--- src/rtl/mem_arbiter.sv ---
// Purpose: shares one memory bus between instruction fetch (I) and load/store (D), one transaction at a time.
// Latency: request seen in IDLE at cycle N -> b_valid at N+1 -> x_ready at N+1 at the earliest (2 cycles minimum).
// Backpressure: requesters hold x_valid until the x_ready pulse; stall_if/stall_mem freeze the pipeline meanwhile.
// Optional build macro MEM_ARB_RR_EN: round-robin on a tie in IDLE instead of fixed D-over-I priority.
module mem_arbiter #(
    parameter int ADDR_W      = 64,
    parameter int DATA_W      = 64,
    parameter int TIMEOUT_CYC = 255
) (
    input  logic                clk,
    input  logic                resetn,
    input  logic                i_valid,
    input  logic [ADDR_W-1:0]   i_addr,
    output logic                i_ready,
    output logic [DATA_W-1:0]   i_rdata,
    input  logic                d_valid,
    input  logic                d_write,
    input  logic [ADDR_W-1:0]   d_addr,
    input  logic [DATA_W-1:0]   d_wdata,
    input  logic [DATA_W/8-1:0] d_strobe,
    output logic                d_ready,
    output logic [DATA_W-1:0]   d_rdata,
    output logic                b_valid,
    output logic                b_write,
    output logic [ADDR_W-1:0]   b_addr,
    output logic [DATA_W-1:0]   b_wdata,
    output logic [DATA_W/8-1:0] b_strobe,
    input  logic                b_ready,
    input  logic [DATA_W-1:0]   b_rdata,
    output logic                stall_if,
    output logic                stall_mem,
    output logic                timeout
);

    localparam int          STRB_W = DATA_W / 8;
    localparam logic [15:0] TO_CNT = 16'(TIMEOUT_CYC);

    typedef enum logic [1:0] {
        IDLE  = 2'd0,
        GNT_I = 2'd1,
        GNT_D = 2'd2
    } state_t;

    state_t              state_q;
    logic [15:0]         cnt_q;
    logic                b_valid_q;
    logic                b_write_q;
    logic [ADDR_W-1:0]   b_addr_q;
    logic [DATA_W-1:0]   b_wdata_q;
    logic [STRB_W-1:0]   b_strobe_q;

    logic gnt_i;
    logic gnt_d;
    logic to_hit;
    logic finish;
    logic pick_d;

    assign gnt_i  = (state_q == GNT_I);
    assign gnt_d  = (state_q == GNT_D);
    // Abort only when the wait budget is used up and the bus still has not answered.
    assign to_hit = (gnt_i | gnt_d) & ~b_ready & (cnt_q == TO_CNT);
    assign finish = (gnt_i | gnt_d) & (b_ready | to_hit);

`ifdef MEM_ARB_RR_EN
    // 1 = D owned the most recent completed/aborted transaction.
    logic last_owner_q;

    // On a tie, favour whichever port did not own the bus last; a lone requester always wins.
    assign pick_d = d_valid & (~i_valid | ~last_owner_q);

    // Track the owner of every completion or timeout.
    always_ff @(posedge clk or negedge resetn) begin
        if (!resetn) begin
            last_owner_q <= 1'b0;
        end else if (finish) begin
            last_owner_q <= gnt_d;
        end
    end
`else
    // Fixed priority: a load/store must never starve behind back-to-back fetches.
    assign pick_d = d_valid;
`endif

    // Arbitration FSM: latch the winner onto the bus, hold it stable, return to IDLE on completion or abort.
    always_ff @(posedge clk or negedge resetn) begin
        if (!resetn) begin
            state_q    <= IDLE;
            cnt_q      <= '0;
            b_valid_q  <= 1'b0;
            b_write_q  <= 1'b0;
            b_addr_q   <= '0;
            b_wdata_q  <= '0;
            b_strobe_q <= '0;
        end else begin
            case (state_q)
                IDLE: begin
                    cnt_q <= '0;
                    if (pick_d) begin
                        state_q    <= GNT_D;
                        b_valid_q  <= 1'b1;
                        b_write_q  <= d_write;
                        b_addr_q   <= d_addr;
                        b_wdata_q  <= d_wdata;
                        b_strobe_q <= d_strobe;
                    end else if (i_valid) begin
                        state_q    <= GNT_I;
                        b_valid_q  <= 1'b1;
                        b_write_q  <= 1'b0;
                        b_addr_q   <= i_addr;
                        b_wdata_q  <= '0;
                        b_strobe_q <= '0;
                    end else begin
                        b_valid_q  <= 1'b0;
                    end
                end
                GNT_I, GNT_D: begin
                    // Every transaction passes through IDLE, so there is never a same-cycle re-grant.
                    if (finish) begin
                        state_q   <= IDLE;
                        b_valid_q <= 1'b0;
                        cnt_q     <= '0;
                    end else begin
                        cnt_q     <= cnt_q + 16'd1;
                    end
                end
                default: begin
                    state_q   <= IDLE;
                    b_valid_q <= 1'b0;
                    cnt_q     <= '0;
                end
            endcase
        end
    end

    assign b_valid  = b_valid_q;
    assign b_write  = b_write_q;
    assign b_addr   = b_addr_q;
    assign b_wdata  = b_wdata_q;
    assign b_strobe = b_strobe_q;

    // Completion is combinational so the owner sees it in the same cycle as b_ready.
    assign i_ready   = gnt_i & (b_ready | to_hit);
    assign d_ready   = gnt_d & (b_ready | to_hit);
    // Aborted transactions and stores return zero data.
    assign i_rdata   = (gnt_i & b_ready) ? b_rdata : '0;
    assign d_rdata   = (gnt_d & b_ready & ~b_write_q) ? b_rdata : '0;
    assign timeout   = to_hit;

    assign stall_if  = i_valid & ~i_ready;
    assign stall_mem = d_valid & ~d_ready;

endmodule

--- config.mk ---
export PLATFORM = sky130hd
export DESIGN_NAME = mem_arbiter
export DESIGN_NICKNAME = d
export VERILOG_FILES = /design/src/rtl/mem_arbiter.sv
export SDC_FILE = /design/constraint.sdc
export NUM_CORES = 1
export LEC_CHECK = 0
export CELL_PAD_IN_SITES_DETAIL_PLACEMENT = 1
export CELL_PAD_IN_SITES_GLOBAL_PLACEMENT = 2
export CORE_AREA = 2 2 210 212
export DETAILED_ROUTE_END_ITERATION = 8
export DIE_AREA = 0 0 212 214
export DONT_BUFFER_PORTS = 1
export MAX_ROUTING_LAYER = met4
export PLACE_DENSITY = 0.45
export SYNTH_ARGS = -nofsm -noshare
export SYNTH_HDL_FRONTEND = slang
export SYNTH_SLANG_ARGS = --single-unit
export TNS_END_PERCENT = 100
--- constraint.sdc ---
create_clock -name clk -period 6.4 [get_ports clk]
set_input_delay 1.6 -clock clk [delete_from_list [all_inputs] [get_ports clk]]
set_output_delay 1.6 -clock clk [all_outputs]
set_load 0.02 [all_outputs]
# Word-level counts from Yosys, hierarchy flattened
# Cells that the tools add are included.
# W data, S select, Z words.
# op_classes
n_eq_ne,5
n_reduce_logical,5
add_sub_neg,1
bitwise,16
div,0
muxes,20
multipliers,0
order_cmp,0
shift,0
# op_table
operator,n
$mux W64,6
$mux W16,2
$add A16 B1 Y16 const B,1
$eq A16 B8 Y1 const B,1
$mux W8,2
$and A1 B1 Y1,10
$mux W2,3
$mux W1,5
$not A1 Y1,4
$pmux W2 S2,1
$reduce_and A2 Y1,2
$ne A3 B3 Y1 const B,1
$eq A2 B1 Y1 const B,1
$eq A2 B2 Y1 const B,1
$logic_not A2 Y1,1
$ne A2 B2 Y1 const B,1
$or A1 B1 Y1,2
$pmux W1 S2,1
$reduce_bool A2 Y1,1
$reduce_or A2 Y1,1
# totals
mem_bits_ro,0
reg_bits,156
in_bits,270
n_memories,0
wordCells,54
latchBits,0
ram_bits,0

# Logic depth before layout (Yosys ltp)
# Gate-level depths: netlist of run 1.
# logic_depth
ltp_word,8
ltp_mapped,8
ltp_nobuf,5

# Worst setup path after synthesis of run 1
# Ideal clock, no wire load.
# synth_timing
path_type,in2out
from,input d_valid
to,output stall_mem
path_slack_ns,2.138
cell_stages,4
arrival_ns,2.662
cell_sequence,buf_2 buf_2 buf_1 o21a_1
# synth_via
elab_chain_len,1
# synth_lines
element,line,source
"start, declared",16,"input logic d_valid,"
$and A1 B1 Y1,150,assign stall_mem = d_valid & ~d_ready;
"end, declared",31,"output logic stall_mem,"
# No other way between the ends.

# Worst setup path after layout of run 1
# layout_timing
from,input b_ready
to,output d_rdata[42]
# layout_via
elab_chain_len,3
# layout_lines
element,line,source
"start, declared",28,"input logic b_ready,"
$and A1 B1 Y1 (2 in a row),146,assign d_rdata = (gnt_d & b_ready & ~b_write_q) ? b_rdata : '0;
$mux W64,146,
"end, declared",22,"output logic [DATA_W-1:0] d_rdata,"
# No other way between the ends.

==> results of run 1 <==
## registers in the layout (all words and copies together) (netlist names)
| register | flops |
|---|---|
| b_strobe | 8 |
| b_write | 1 |
| state_q | 2 |
| b_valid | 1 |
| b_addr | 64 |
| b_wdata | 64 |
| cnt_q | 16 |
## layout make-up
class                           count  area (sq um)
Clock buffer                       24         491.7
Timing Repair Buffer                5         37.54
Tap cell                          585         732.0
Fill cell                        4889         34430
Inverter                           11         41.29
Antenna cell                        2         5.005
Sequential cell                   156          3904
Clock inverter                      8         82.58
Multi-Input combinational cell    470          3158
## through the flow
stage	cells	utilization	hold WS [ns]	power, W
CTS	1259	0.1970	0.5031	0.004319
global route	1261	0.1971	0.5531	0.004495
global placement	1227	0.1836	0.4790	0.003257
detailed placement	1227	0.1836	0.4936	0.003258
floorplan	697	-	0.4493	0.002951
finish	1261	0.1971	0.4986	0.004210
## Yosys cell counts, types with 2 or more instances
cell,count,area [sq um]
sky130_fd_sc_hd__dfrtp_1,156,3904
sky130_fd_sc_hd__a22o_1,74,648.1
sky130_fd_sc_hd__nand2_1,68,255.2
sky130_fd_sc_hd__o21ai_0,66,330.3
sky130_fd_sc_hd__and2_1,65,406.6
sky130_fd_sc_hd__mux2i_1,65,650.6
sky130_fd_sc_hd__and3_1,64,400.4
sky130_fd_sc_hd__clkbuf_1,44,165.2
sky130_fd_sc_hd__nor2_1,19,71.32
sky130_fd_sc_hd__buf_2,13,65.06
sky130_fd_sc_hd__inv_1,11,41.29
sky130_fd_sc_hd__xnor2_1,11,96.34
sky130_fd_sc_hd__nand3_1,5,25.02
sky130_fd_sc_hd__nor4_1,5,31.28
sky130_fd_sc_hd__ha_1,4,50.05
sky130_fd_sc_hd__nand4_1,4,25.02
sky130_fd_sc_hd__a21oi_1,3,15.01
sky130_fd_sc_hd__nand2b_1,2,12.51
sky130_fd_sc_hd__nor3_1,2,10.01
sky130_fd_sc_hd__o21a_1,2,15.01
## worst reg2reg max path, cell delays in order, from the launching register on
cell and delay [ns]:
sky130_fd_sc_hd__dfrtp_1 0.39, sky130_fd_sc_hd__ha_1 0.20, sky130_fd_sc_hd__nand3_1 0.31, sky130_fd_sc_hd__nor4_4 0.48, sky130_fd_sc_hd__or2_1 0.61, sky130_fd_sc_hd__a22oi_1 0.20
## routing by layer
| metal | up-vias | global-route usage | share of wire |
|---|---|---|---|
| met2 | 263 | 0.1847 | 0.52 |
| met5 | - | - | 0 |
| met4 | 0 | 0.03920 | 0.016 |
| met3 | 23 | 0.04266 | 0.076 |
| met1 | 2586 | 0.1194 | 0.39 |
| li1 | 2373 | - | - |
## logic make-up after synthesis
kind of cell	after synthesis	synth area share
AND/OR/NAND/NOR	240	0.1765
multiplexers	65	0.08860
XOR/XNOR	12	0.01431
adder cells (fa/ha/maj)	4	0.006816
flip-flops	156	0.5316
AO/OA/AOI/OAI	149	0.1411
buffers and inverters	71	0.04106
## worst max path at each step
| stage | depth (start not counted) | to | start |
|---|---|---|---|
| global placement | 3 | d_rdata[60] | b_ready |
| CTS | 3 | d_rdata[42] | b_ready |
| finish | 3 | d_rdata[42] | b_ready |
| global route | 3 | d_rdata[42] | b_ready |
| detailed placement | 3 | d_rdata[42] | b_ready |
| floorplan | 4 | stall_mem | d_valid |
## power by group through the flow
stage / clock, W / combinational (W) / sequential [W]
floorplan: 0 / 0.000852 / 0.00210
global placement: 0 / 0.000972 / 0.00228
finish: 0.00101 / 0.000963 / 0.00223
CTS: 0.00107 / 0.000987 / 0.00226
detailed placement: 0 / 0.000997 / 0.00226
global route: 0.00111 / 0.00110 / 0.00229
==> impl_summary.log, run 1 <==
INFO  metric ys_dominant_reg_cell = sky130_fd_sc_hd__dfrtp_1
INFO  metric leakagePower = 3.873 nW
INFO  metric grt-ovfl-total = 0
INFO  metric fmax = 226.6 MHz
INFO  metric p_switching = roughly 0.0019 W
INFO  metric path_max_fanout = between 60 and 70
INFO  metric synth_seq_cells = 156
INFO  metric first_pass_grt_wire_length = between 30000 and 40000 microns
INFO  metric rsz0062_at_grt = no
INFO  metric share_clk_of_total_power = 0.241
INFO  metric grt_usage = 0.1108
INFO  metric totalWireLength = around 25000 microns
INFO  metric tritoncts_num_sinks = 156
INFO  metric pwr_density_cell = 498.1 mW/mm^2
INFO  metric run_status = complete, no violations
INFO  metric floorplan.rows = between 70 and 80
INFO  metric dr_total_vias = 5245
INFO  metric synthesis.area = 0.007343 sq mm
INFO  metric critical_path.max_stage_delay = 0.73 ns
INFO  metric tritoncts_clock_tree = yes
INFO  metric die_outline_area = between 0.04 and 0.05 sq mm
INFO  metric detail_route.vias_per_cell = 4.159
INFO  metric final_cycle_utilization_of_the_critical_path = 0.6896
INFO  metric power.switching_fraction = 0.4494
INFO  metric clockRootBuffer = sky130_fd_sc_hd__clkbuf_16
INFO  metric critical_path.slowest_cell = sky130_fd_sc_hd__nor2_4
INFO  metric cts_hold_repair.buffers = 0
INFO  metric layout_commonest_cell = sky130_fd_sc_hd__dfrtp_1
INFO  metric antenna_found_initial = 2
INFO  metric pre_cts_ws = approximately 2 ns
INFO  metric postCtsSetupRepairBufs = 0
INFO  metric hold_path.startpoint = cnt_q[0]
INFO  metric worst_slack = 1.987 ns
INFO  metric crit_chain = nand2_1 -> nor2_4 -> and2_1
INFO  metric die_outline_height = 214 microns
INFO  metric cts.path.max_buffers = 2
INFO  metric ir_drop = 0.2517 mV
INFO  metric final_max_slew_viol_count = 0
INFO  metric initial_utilization = 0.1712
INFO  metric post-route-drc-count = 0
INFO  metric synth_edf_count = 0
INFO  metric fin_crit = 4.413 ns
INFO  metric power.share.combinational = 0.229
INFO  metric p_int = 0.002318 W
INFO  metric hpwl = 18220 microns
INFO  metric report.final.hold_viol_count = 0
INFO  metric cts-buffers-inserted = 17
INFO  metric grt_pass1_vias = 5343
INFO  metric holdPathEnd = cnt_q[0]
INFO  metric timing.slew.headroom = 0.3533
INFO  metric worst_setup_path_end_kind = output port
INFO  metric data_required_time_at_the_worst_endpoint = 4.80 ns
INFO  metric timing.hold.worst_path_depth = 1
INFO  metric synth_nets = 971
INFO  metric critical_path.startpoint_type = input port
INFO  metric critical_path.top_delay_family = simple AND/OR/NAND/NOR gates
INFO  metric timing.final.setup_violations = 0
INFO  metric hp-class = register to register
INFO  metric antenna_left = 0
INFO  metric critical_path.n_buffers_inverters = 0
INFO  metric startpoint_of_the_lowest_slack_register_to_register_path = cnt_q[0]
INFO  metric placement.cell_area = 0.007873 sq mm
INFO  metric regToRegSetupSlack = 4.06 ns
INFO  metric dieWidth = around 210 microns
INFO  metric finalInstanceArea = roughly 0.0085 sq mm
INFO  metric synth_async_sr_flop_share = 1.000
INFO  metric most_frequent_cells_in_the_layout = sky130_fd_sc_hd__dfrtp_1, sky130_fd_sc_hd__a22o_1, sky130_fd_sc_hd__nand2_1
INFO  metric maximum_number_of_pins_on_one_net_before_global_route_repair = 157
INFO  metric worst-r2r-cell-count = 5
INFO  metric seqPwrFrac = 0.531
INFO  metric netlist-cell-type-count = 34
INFO  metric fin_nets = slightly above 900
INFO  metric cts_htree_levels = 4
INFO  metric area_delta_synth_final = 15.10%
INFO  metric synthCells = 697
INFO  metric regToRegEndpoint = state_q[0]
INFO  metric port_buffers = 0
INFO  metric worst_setup_hold_path_clk_slew = around 0.06 ns
INFO  metric post_cts_resized = 0
INFO  metric first_iter_violations = 210
INFO  metric final_wtd_congestion = 0.7678
INFO  metric ys_seq_area_frac = 0.5316
INFO  metric yosys_warnings = 0
INFO  metric dr.pass1.iters = 6
INFO  metric route.detailed.wl_per_inst = 19.67 microns
INFO  metric critPathKind = input port to output port
INFO  metric critPathArrivalTime = around 2.8 ns
INFO  metric post_route_cells_drive_above_1_share = 0.05935
INFO  metric avgSynthCellArea = between 10 and 15 sq um
INFO  metric worst-slew-pin-transition = 0.9677 ns
INFO  metric timing.clock.skew = 0.006272 ns
INFO  metric clkLatencyLatePin = 0.46 ns
INFO  metric floorplan.core_area = 0.04289 sq mm
INFO  metric fin_tns_setup = 0 ns
INFO  metric maxCapViolCount = 0
INFO  metric floorplan.io_pins = 541
Note: power is estimated with default switching activity, not from simulation.
==> run 2, diff against run 1 <==
--- a/config.mk
+++ b/config.mk
@@ -5,14 +5,15 @@
 export SDC_FILE = /design/constraint.sdc
 export NUM_CORES = 1
 export LEC_CHECK = 0
+export ABC_AREA = 1
 export CELL_PAD_IN_SITES_DETAIL_PLACEMENT = 1
 export CELL_PAD_IN_SITES_GLOBAL_PLACEMENT = 2
-export CORE_AREA = 2 2 210 212
+export CORE_AREA = 2 2 208 210
 export DETAILED_ROUTE_END_ITERATION = 8
-export DIE_AREA = 0 0 212 214
+export DIE_AREA = 0 0 210 212
 export DONT_BUFFER_PORTS = 1
 export MAX_ROUTING_LAYER = met4
-export PLACE_DENSITY = 0.45
+export PLACE_DENSITY = 0.51
 export SYNTH_ARGS = -nofsm -noshare
 export SYNTH_HDL_FRONTEND = slang
 export SYNTH_SLANG_ARGS = --single-unit
==> constraint.sdc (replaced) <==
create_clock -name clk -period 4.5 [get_ports clk]
set_input_delay 1.125 -clock clk [delete_from_list [all_inputs] [get_ports clk]]
set_output_delay 1.125 -clock clk [all_outputs]
set_load 0.02 [all_outputs]
==> run 2 against run 1 <==
  * Final area rose by 3.4%
  * Cell count rose by 22%
  * Hold slack got worse by 0.17 ns
  * Count of clock-buffer cells in the layout fell by 5
  * Utilization rose by 0.84 points
  * First-iteration DRC count rose by 30%
  * Area after synthesis rose by 4.0%
  * Critical path depth rose by 1
  * Register-to-register slack got worse by 1.8 ns
  * Clock skew rose by 0.0067 ns
==> impl_summary.log, run 2 <==
INFO  metric cts-buffers-inserted = 17
INFO  metric critPathKind = register to output port
INFO  metric ys_seq_area_frac = 0.5111
INFO  metric maxCapViolCount = 0
INFO  metric synth_seq_cells = 156
INFO  metric dieWidth = ~210 microns
INFO  metric hpwl = roughly 20000 microns
INFO  metric fillerInstances = 5090
INFO  metric grt_usage = 0.1251
INFO  metric clockRootBuffer = sky130_fd_sc_hd__clkbuf_16
INFO  metric rsz0062_at_grt = no
INFO  metric floorplan.core_area = 0.04251 sq mm
INFO  metric most_frequent_cells_in_the_layout = sky130_fd_sc_hd__nand2_1, sky130_fd_sc_hd__nor2_1, sky130_fd_sc_hd__dfrtp_1
INFO  metric post_cts_resized = 0
INFO  metric register_area = 0.003904 sq mm
INFO  metric cts.path.max_buffers = 2
INFO  metric yosys.cell_count.top_type = sky130_fd_sc_hd__nand2_1
INFO  metric n_antenna_cell = 0
INFO  metric postCtsSetupRepairBufs = 0
INFO  metric tritoncts_num_sinks = between 150 and 200
INFO  metric data_required_time_at_the_worst_endpoint = 3.38 ns
INFO  metric cts_hold_repair.buffers = 0
INFO  metric netlist-cell-type-count = 27
INFO  metric detail_route.vias_per_cell = 4.199
INFO  metric path_max_fanout = 64
INFO  metric worst-slew-pin-transition = 1.171 ns
INFO  metric pwr_density_cell = 714.2 mW/mm^2
INFO  metric timing.slew.headroom = 0.2166
INFO  metric synthesis.area = 0.007637 sq mm
INFO  metric yosysTopAreaCell = sky130_fd_sc_hd__dfrtp_1
INFO  metric dr_total_vias = 6470
INFO  metric grt-ovfl-total = 0
INFO  metric critPathArrivalTime = 2.80 ns
INFO  metric area_delta_synth_final = 14.38%
INFO  metric worst-r2r-cell-count = 5
INFO  metric cts_htree_levels = 4
INFO  metric fmax = around 250 MHz
INFO  metric floorplan.rows = 76
INFO  metric clkLatencyLatePin = between 0.4 and 0.5 ns
INFO  metric die_outline_height = 212 microns
INFO  metric synth_nets = approximately 1300
INFO  metric timing.clock.skew = between 0.01 and 0.015 ns
INFO  metric synth.area.top_cells = sky130_fd_sc_hd__dfrtp_1, sky130_fd_sc_hd__nand2_1, sky130_fd_sc_hd__nor2_1
INFO  metric startpoint_of_the_lowest_slack_register_to_register_path = state_q[1]
INFO  metric layout.cells.non_filler = 1541
INFO  metric synth_edf_count = 0
INFO  metric route.detailed.wl_per_inst = about 18 microns
INFO  metric leakagePower = 4.055 nW
INFO  metric totalWireLength = 27940 microns
INFO  metric crit_start = state_q[0]
INFO  metric grt_pass1_vias = 6564
INFO  metric antenna_found_initial = 0
INFO  metric port_buffers = 0
INFO  metric die_outline_area = 0.04452 sq mm
INFO  metric multi_input_area = 0.002889 sq mm
INFO  metric antenna_left = 0
INFO  metric first_iter_violations = 272
INFO  metric final_cycle_utilization_of_the_critical_path = 0.8721
INFO  metric synthCells = slightly above 1000
INFO  metric fin_tns_setup = 0 ns
INFO  metric post-route-drc-count = 0
INFO  metric fin_crit = 3.925 ns
INFO  metric initial_utilization = 0.1797
INFO  metric worst_setup_path_endpoint = d_rdata[23]
INFO  metric synth_async_sr_flop_share = 1.000
INFO  metric worst_setup_hold_path_clk_slew = 0.07 ns
INFO  metric synth.top_cells.by_count = sky130_fd_sc_hd__nand2_1, sky130_fd_sc_hd__nor2_1, sky130_fd_sc_hd__dfrtp_1, sky130_fd_sc_hd__inv_1, sky130_fd_sc_hd__o21ai_0
INFO  metric netlist.area_leader.share = 0.5111
INFO  metric regToRegEndpoint = b_wdata[2]
INFO  metric final_max_slew_viol_count = 0
INFO  metric yosys_warnings = 0
INFO  metric maximum_number_of_pins_on_one_net_before_global_route_repair = 168
INFO  metric ir_drop = 0.3097 mV
INFO  metric floorplan.io_pins = between 500 and 600
INFO  metric critical_path.startpoint_type = register
INFO  metric ys_dominant_reg_cell = sky130_fd_sc_hd__dfrtp_1
INFO  metric first_pass_grt_wire_length = 40020 microns
INFO  metric final_core_utilization = 0.2055
INFO  metric final_wtd_congestion = 0.7212
INFO  metric tritoncts_clock_tree = yes
INFO  metric fin_worst_hold_slack = roughly 0.33 ns
INFO  metric report.final.hold_viol_count = 0
INFO  metric dr.pass1.iters = 6
INFO  metric timing.final.setup_violations = 0
INFO  metric post_route_cells_drive_above_1_share = 0.05628
INFO  metric hp-class = input port to async pin
INFO  metric avgSynthCellArea = approximately 7.5 sq um
INFO  metric fin_nets = ~1300
INFO  metric layout_commonest_cell = sky130_fd_sc_hd__nand2_1
INFO  metric regToRegSetupSlack = 2.30 ns
INFO  metric worst_setup_path_end_kind = output port
INFO  metric run_status = complete, no violations
INFO  metric placed_cells_incl_taps = 1510
[run 2: cell types whose count changed after synthesis, moves of 9 or more]
cell	before	now
sky130_fd_sc_hd__and3_1	64	0
sky130_fd_sc_hd__xnor2_1	11	2
sky130_fd_sc_hd__mux2i_1	65	0
sky130_fd_sc_hd__clkbuf_1	44	25
sky130_fd_sc_hd__a31oi_1	0	64
sky130_fd_sc_hd__a22o_1	74	0
sky130_fd_sc_hd__nand2_1	68	239
sky130_fd_sc_hd__buf_2	13	29
sky130_fd_sc_hd__nor2_1	19	224
sky130_fd_sc_hd__and2_1	65	0
sky130_fd_sc_hd__o21ai_0	66	75
sky130_fd_sc_hd__inv_1	11	156
[run 2: layer usage]
layer	vias to the layer above	GRT usage	wire, microns
met5	-	-	0
met4	0	0.05894	770
met3	38	0.05628	2621
met2	310	0.1952	13620
met1	3095	0.1365	10930
li1	3027	-	-
[run 2: logic make-up (layout without fill, tap and decap cells)]
group / count (synthesis) / count (layout) / synth area share
AOI/OAI and AO/OA: 146 / 146 / 0.1089
xor gates and xnor gates: 7 / 7 / 0.008028
adders and majority gates: 4 / 4 / 0.006553
buffers and inverters: 215 / 192 / 0.1124
DFF: 156 / 156 / 0.5111
and+or+nand+nor: 490 / 490 / 0.2529
[run 2: critical path, cell delays in order (launching register included)]
cell	delay [ns]
sky130_fd_sc_hd__dfrtp_1	0.40
sky130_fd_sc_hd__inv_1	0.09
sky130_fd_sc_hd__ha_1	0.19
sky130_fd_sc_hd__nand3_2	0.87
sky130_fd_sc_hd__nor2_1	0.75
[run 2: worst min-delay path by stage]
stage | start | endpoint | cells past startpoint
final | resetn | b_addr[14] | 0
after global routing | resetn | b_addr[14] | 0
after CTS | resetn | b_addr[14] | 0
after detailed placement | state_q[0] | state_q[0] | 2
after global placement | state_q[0] | state_q[0] | 2
after floorplan | state_q[1] | state_q[1] | 2
[run 2: cell type report]
type | instances | area share
Sequential cell | 156 | 0.4469
Clock buffer | 19 | 0.05185
Timing Repair Buffer | 3 | 0.004010
Tap cell | 546 | 0.07820
Multi-Input combinational cell | 647 | 0.3307
Clock inverter | 12 | 0.02048
Inverter | 158 | 0.06789
[run 2: through the flow]
stage                     area, sq um  worst slack, ns  total power [W]
after CTS                        8736           0.5161         0.006385
final                            8736           0.5755         0.006239
after floorplan                  7637            1.465         0.004224
after detailed placement         8104           0.6353         0.004727
after global placement           8104           0.7491         0.004702
after global routing             8736           0.3389         0.006665
[run 2: report_power, final]
group / total, W / internal, W / switching [W]
sequential: 0.00322 / 0.00198 / 0.00124
combinational: 0.00141 / 0.000409 / 0.00101
clock: 0.00160 / 0.000919 / 0.000685
total: 0.00624 / 0.00331 / 0.00293
